### config.mk
export PLATFORM = sky130hd
export DESIGN_NAME = seq_mac
export DESIGN_NICKNAME = d
export VERILOG_FILES = /design/src/rtl/seq_mac.sv
export SDC_FILE = /design/constraint.sdc
export NUM_CORES = 1
export LEC_CHECK = 0
export ABC_AREA = 0
export CAP_MARGIN = 15
export CELL_PAD_IN_SITES_DETAIL_PLACEMENT = 1
export CELL_PAD_IN_SITES_GLOBAL_PLACEMENT = 2
export CORE_MARGIN = 1.5
export CORE_UTILIZATION = 36
export CTS_BUF_LIST = sky130_fd_sc_hd__clkbuf_4
export DETAILED_ROUTE_END_ITERATION = 8
export GPL_ROUTABILITY_DRIVEN = 0
export HOLD_SLACK_MARGIN = 0.02
export PLACE_DENSITY = 0.81
export SLEW_MARGIN = 15
export SYNTH_ARGS = -nofsm -noshare
export SYNTH_HDL_FRONTEND = slang
export SYNTH_SLANG_ARGS = --single-unit
export TNS_END_PERCENT = 50
### constraint.sdc
create_clock -name clk -period 4.2 [get_ports clk]
set_clock_uncertainty 0.1 [all_clocks]
set_input_delay 0.42 -clock clk [delete_from_list [all_inputs] [get_ports clk]]
set_output_delay 0.42 -clock clk [all_outputs]
set_load 0.02 [all_outputs]
### src/rtl/seq_mac.sv
// rtl/seq_mac.sv - sequential radix-2 shift-add multiply-accumulate unit; optional SEQ_MAC_SAT_EN selects a saturating accumulator with a sticky ovf flag
module seq_mac #(
  parameter int WIDTH     = 8,
  parameter int ACC_WIDTH = 2*WIDTH+8
) (
  input  logic                   clk,
  input  logic                   rst_n,
  input  logic                   start,
  input  logic [WIDTH-1:0]       a,
  input  logic [WIDTH-1:0]       b,
  input  logic                   sgn,
  input  logic                   acc_en,
  input  logic                   clr,
  output logic                   ready,
  output logic                   done,
  output logic [2*WIDTH-1:0]     prod,
  output logic [ACC_WIDTH-1:0]   acc,
  output logic                   ovf
);

  localparam int PW  = 2*WIDTH;
  localparam int CW  = $clog2(WIDTH+1);
  localparam int AW1 = ACC_WIDTH+1;
  localparam logic [CW-1:0] LAST = CW'(WIDTH-1);

  typedef enum logic [1:0] {
    S_IDLE = 2'd0,
    S_BUSY = 2'd1,
    S_DONE = 2'd2
  } state_t;

  state_t                 state_q, state_d;
  logic [CW-1:0]          cnt_q;
  logic [PW-1:0]          mcand_q;
  logic [WIDTH-1:0]       mplier_q;
  logic [PW-1:0]          part_q;
  logic                   sgn_q;
  logic                   acc_en_q;
  logic [PW-1:0]          prod_q;
  logic [ACC_WIDTH-1:0]   acc_q;
  logic                   ovf_q;
  logic                   done_q;

  logic [PW-1:0]          part_d;
  logic [ACC_WIDTH-1:0]   prod_ext;
  logic [ACC_WIDTH-1:0]   acc_base;
  logic [ACC_WIDTH-1:0]   acc_d;
  logic                   clamp;

  // State register; reset aborts any operation in flight
  always_ff @(posedge clk or negedge rst_n) begin
    if (!rst_n) begin
      state_q <= S_IDLE;
    end else begin
      state_q <= state_d;
    end
  end

  // Next-state: accept start in IDLE, leave BUSY after the MSB iteration, DONE lasts one cycle
  always_comb begin
    state_d = state_q;
    case (state_q)
      S_IDLE:  if (start) state_d = S_BUSY;
      S_BUSY:  if (cnt_q == LAST) state_d = S_DONE;
      S_DONE:  state_d = S_IDLE;
      default: state_d = S_IDLE;
    endcase
  end

  // Outputs: ready while idle; done, prod, acc and ovf come straight from registers
  always_comb begin
    ready = (state_q == S_IDLE);
    done  = done_q;
    prod  = prod_q;
    acc   = acc_q;
    ovf   = ovf_q;
  end

  // One shift-add step; the MSB step of a signed multiply subtracts (its weight is negative)
  always_comb begin
    part_d = part_q;
    if (mplier_q[0]) begin
      if (sgn_q && (cnt_q == LAST)) begin
        part_d = part_q - mcand_q;
      end else begin
        part_d = part_q + mcand_q;
      end
    end
  end

  // Extend the finished product to accumulator width and pick the addend base
  always_comb begin
    if (sgn_q) begin
      prod_ext = ACC_WIDTH'($signed(part_q));
    end else begin
      prod_ext = ACC_WIDTH'(part_q);
    end
    acc_base = acc_en_q ? acc_q : '0;
  end

`ifdef SEQ_MAC_SAT_EN
  logic [ACC_WIDTH:0] sum_x;

  // Accumulate one bit wider than acc, then clamp to the signed or unsigned range
  always_comb begin
    clamp = 1'b0;
    if (sgn_q) begin
      sum_x = AW1'($signed(acc_base)) + AW1'($signed(prod_ext));
      acc_d = sum_x[ACC_WIDTH-1:0];
      if (sum_x[ACC_WIDTH] != sum_x[ACC_WIDTH-1]) begin
        clamp = 1'b1;
        acc_d = sum_x[ACC_WIDTH] ? {1'b1, {(ACC_WIDTH-1){1'b0}}}
                                 : {1'b0, {(ACC_WIDTH-1){1'b1}}};
      end
    end else begin
      sum_x = {1'b0, acc_base} + {1'b0, prod_ext};
      acc_d = sum_x[ACC_WIDTH-1:0];
      if (sum_x[ACC_WIDTH]) begin
        clamp = 1'b1;
        acc_d = '1;
      end
    end
  end
`else
  // Wrapping accumulate; overflow is never reported
  always_comb begin
    acc_d = acc_base + prod_ext;
    clamp = 1'b0;
  end
`endif

  // Datapath: operand latch on accept, iterate while BUSY, commit results on the DONE edge
  always_ff @(posedge clk or negedge rst_n) begin
    if (!rst_n) begin
      cnt_q    <= '0;
      mcand_q  <= '0;
      mplier_q <= '0;
      part_q   <= '0;
      sgn_q    <= 1'b0;
      acc_en_q <= 1'b0;
      prod_q   <= '0;
      acc_q    <= '0;
      ovf_q    <= 1'b0;
      done_q   <= 1'b0;
    end else begin
      done_q <= (state_q == S_DONE);
      case (state_q)
        S_IDLE: begin
          if (clr) begin
            acc_q <= '0;
            ovf_q <= 1'b0;
          end
          if (start) begin
            mcand_q  <= {{WIDTH{sgn & b[WIDTH-1]}}, b};
            mplier_q <= a;
            part_q   <= '0;
            sgn_q    <= sgn;
            acc_en_q <= acc_en;
            cnt_q    <= '0;
          end
        end
        S_BUSY: begin
          part_q   <= part_d;
          mcand_q  <= {mcand_q[PW-2:0], 1'b0};
          mplier_q <= {1'b0, mplier_q[WIDTH-1:1]};
          cnt_q    <= cnt_q + CW'(1);
        end
        S_DONE: begin
          prod_q <= part_q;
          if (clr) begin
            acc_q <= '0;
            ovf_q <= 1'b0;
          end else begin
            acc_q <= acc_d;
            ovf_q <= ovf_q | clamp;
          end
        end
        default: begin
          cnt_q <= '0;
        end
      endcase
    end
  end

endmodule

==> out/results.tsv <==
metric	value	unit
Worst Path Required	4.50	ns
Die X	130	µm
fin crit share	0.863	
RSZ-0062 raised after global routing	no	
Die Height	130	µm
Remaining DRCs	0	
sequential fraction of the synthesis area	0.382	
CTS H-tree lvls	3	
initial antenna violation count	0	
Port Buf Inserts	63	
Max Cap Viol	0	
die area	17000	µm²
GR Util All Layers	0.199	
final hold vios	0	
Slew Viols, Final	0	
CTS tree	built	
Ports	65	
Mapped Area	5830	µm²
Slew HR	0.424	
Cell Rows	46	
worst skew pair latency	0.50	ns
largest net degree at the start of global routing	63	
area leader, netlist	dfrtp_1	
DRT iter0 DRCs	174	
Hold WC Path Type	reg2reg	
final setup fails	0	
Syn Inst Count	646	
P_leak	3.10	nW
register area	2230	µm²
crit-path max FO	8	
critical path class	reg2reg	
CTS Sinks	89	
Primary FF master, synth	dfrtp_1	
Post-synth EDFFs	0	
DP HPWL	12.1	mm
clk buf depth	2	
first drt pass iteration count	4	
vias in the first global route	5047	
core area	15800	µm²
first-pass GRT wire length	26.1	mm
CP Data Arrival Time	3.92	ns
WL/cell	17.5	µm
Final Non-Filler Cells	918	
most area-consuming cells after synthesis	dfrtp_1 38%, ha_1 8.6%, o21ai_0 6.0%	
final net count	761	
distinct cell type count after synthesis	54	
TNS Setup	0	ns
Via density	5.38	
Pwr Total	5.63	mW
Fill cells	1858	
Yosys warning total	0	
post-layout minimum cycle time	3.62	ns
clk root buf	clkbuf_4	
#FFs+latches synth	89	
Post-Syn Nets	710	
WL final	16.1	mm
clock slew at reported path FFs	0.16	ns
top cell type's share of synthesized area	0.382	
Routed Antenna Nets	0	
peak supply drop	0.284	mV
Inst Count DP	901	
Num CTS Buffers	9	
Async S/R FF share, synth	1.00	
Multi-input gate area	3420	µm²
PostCTS Resize Cnt	0	
Synth Area per Inst	9.02	µm²
Fmax	0.276	GHz
worst-margin pin slew	0.862	ns
Overflow after GRT	0	
status	completed	
vias	4936	
crit end category	register	
Antenna diodes	0	
Area Overhead vs Synth	16.8	%
Startpoint Class	register	
Starting Density	0.368	
cell area power density	827	nW/µm²
layout cells sized above 1	0.0698	
-- Yosys cell counts, types with 5 or more instances --
master / n
mux2i_1: 11
inv_1: 17
a22oi_1: 16
nand3_1: 8
nor3_1: 9
o21ai_0: 70
mux2_2: 17
o21a_1: 6
nor2_1: 28
o21bai_1: 5
a22o_1: 7
clkbuf_1: 24
nand2_1: 83
ha_1: 40
xnor2_1: 24
dfrtp_1: 89
nand2b_1: 9
and2_1: 27
a31oi_1: 6
nor2b_1: 15
xor2_1: 22
a21oi_1: 45
a21o_1: 13
-- cells by family (layout without fill, tap and decap cells) --
logic type	after synthesis	after routing	synth area share
xor gates and xnor gates	46	46	0.0692
muxes	28	28	0.0518
other	1	1	0.000644
DFF	89	89	0.382
adders and majority gates	42	42	0.0928
and+or+nand+nor	199	199	0.166
buffers and inverters	46	102	0.0305
AOI/OAI and AO/OA	195	195	0.207
-- critical path: stages, from the launching register on --
cell      delay [ns]
dfrtp_1         0.43
ha_1            0.20
nand2_1         0.07
nor2_1          0.16
nand2_1         0.22
mux2i_1         0.34
ha_1            0.29
nor2b_1         0.14
o31ai_1         0.41
a21o_1          0.20
a21oi_1         0.08
o41a_1          0.38
o21ai_0         0.21
nor2b_1         0.17
o211ai_1        0.11
-- placed cells by master, fill, tap and decap left out, drive strengths merged, types with 3 or more instances in the layout --
master         instances
nand3                  8
mux2                  17
mux2i                 11
ha                    40
o21ai                 72
o21a                   6
buf                    6
nor2b                 15
nor2                  29
nand2b                 9
xnor2                 24
inv                   20
o31ai                  4
nor3                   9
a21oi                 45
o21bai                 5
a22oi                 16
dfrtp                 89
nand2                 83
a22o                   7
clkdlybuf4s50         62
xor2                  22
clkbuf                 9
a31oi                  6
nor4                   4
nand4                  4
a21o                  14
and2                  27
nand4b                 3
o22ai                  4
-- state kept, by name (all words and copies together) (netlist names) --
signal    count
acc          24
acc_en_q      1
cnt_q         4
done          1
mcand_q      16
mplier_q      8
part_q       16
prod         16
sgn_q         1
state_q       2
-- power by group --
group	internal, mW	switching [mW]	leakage [nW]
clock	0.187	0.346	0.0750
combinational	1.54	1.98	1.84
sequential	1.17	0.409	1.18
-- what timing repair did --
action	CTS	global route
setup buffers	0	0
setup endpoints to repair	0	0
hold buffers	1	0
endpoints found under the hold margin	61	0
-- stage by stage --
stage / utilization / hold slack [ns] / cell area, µm² / worst slack (ns)
2_1_floorplan: - / 0.0244 / 5830 / 1.02
3_3_place_gp: 0.420 / 0.362 / 6650 / 0.699
3_5_place_dp: 0.420 / 0.383 / 6650 / 0.572
4_1_cts: 0.430 / 0.396 / 6800 / 0.479
5_1_grt: 0.430 / 0.413 / 6800 / 0.157
6_report: 0.430 / 0.410 / 6800 / 0.577
-- metal layers --
metal | track usage | wire (µm) | up-vias
met5 | 0 | 0 | -
met4 | 0.0412 | 140 | 0
met3 | 0.0385 | 404 | 11
met2 | 0.355 | 8170 | 58
met1 | 0.251 | 7370 | 2472
li1 | - | - | 2395
-- final cells by class --
cell class | instances | area share
Inverter | 17 | 0.00938
Tap cell | 216 | 0.0397
Sequential cell | 89 | 0.327
Timing Repair Buffer | 69 | 0.0993
Multi-Input combinational cell | 511 | 0.503
Clock buffer | 9 | 0.00993
Clock inverter | 7 | 0.0112
-- path summary, 6_finish.rpt --
check	slack, ns	to	startpoint	cells after the start
max reg2reg	0.58	part_q[15]	cnt_q[0]	14
max	0.58	part_q[15]	cnt_q[0]	14
max in group asynchronous	2.68	mplier_q[6]	rst_n	3
min reg2reg	0.41	mplier_q[4]	mplier_q[4]	2
min in group asynchronous	0.44	acc[10]	rst_n	2
min	0.41	mplier_q[4]	mplier_q[4]	2
(Power assumes the default switching activity.)
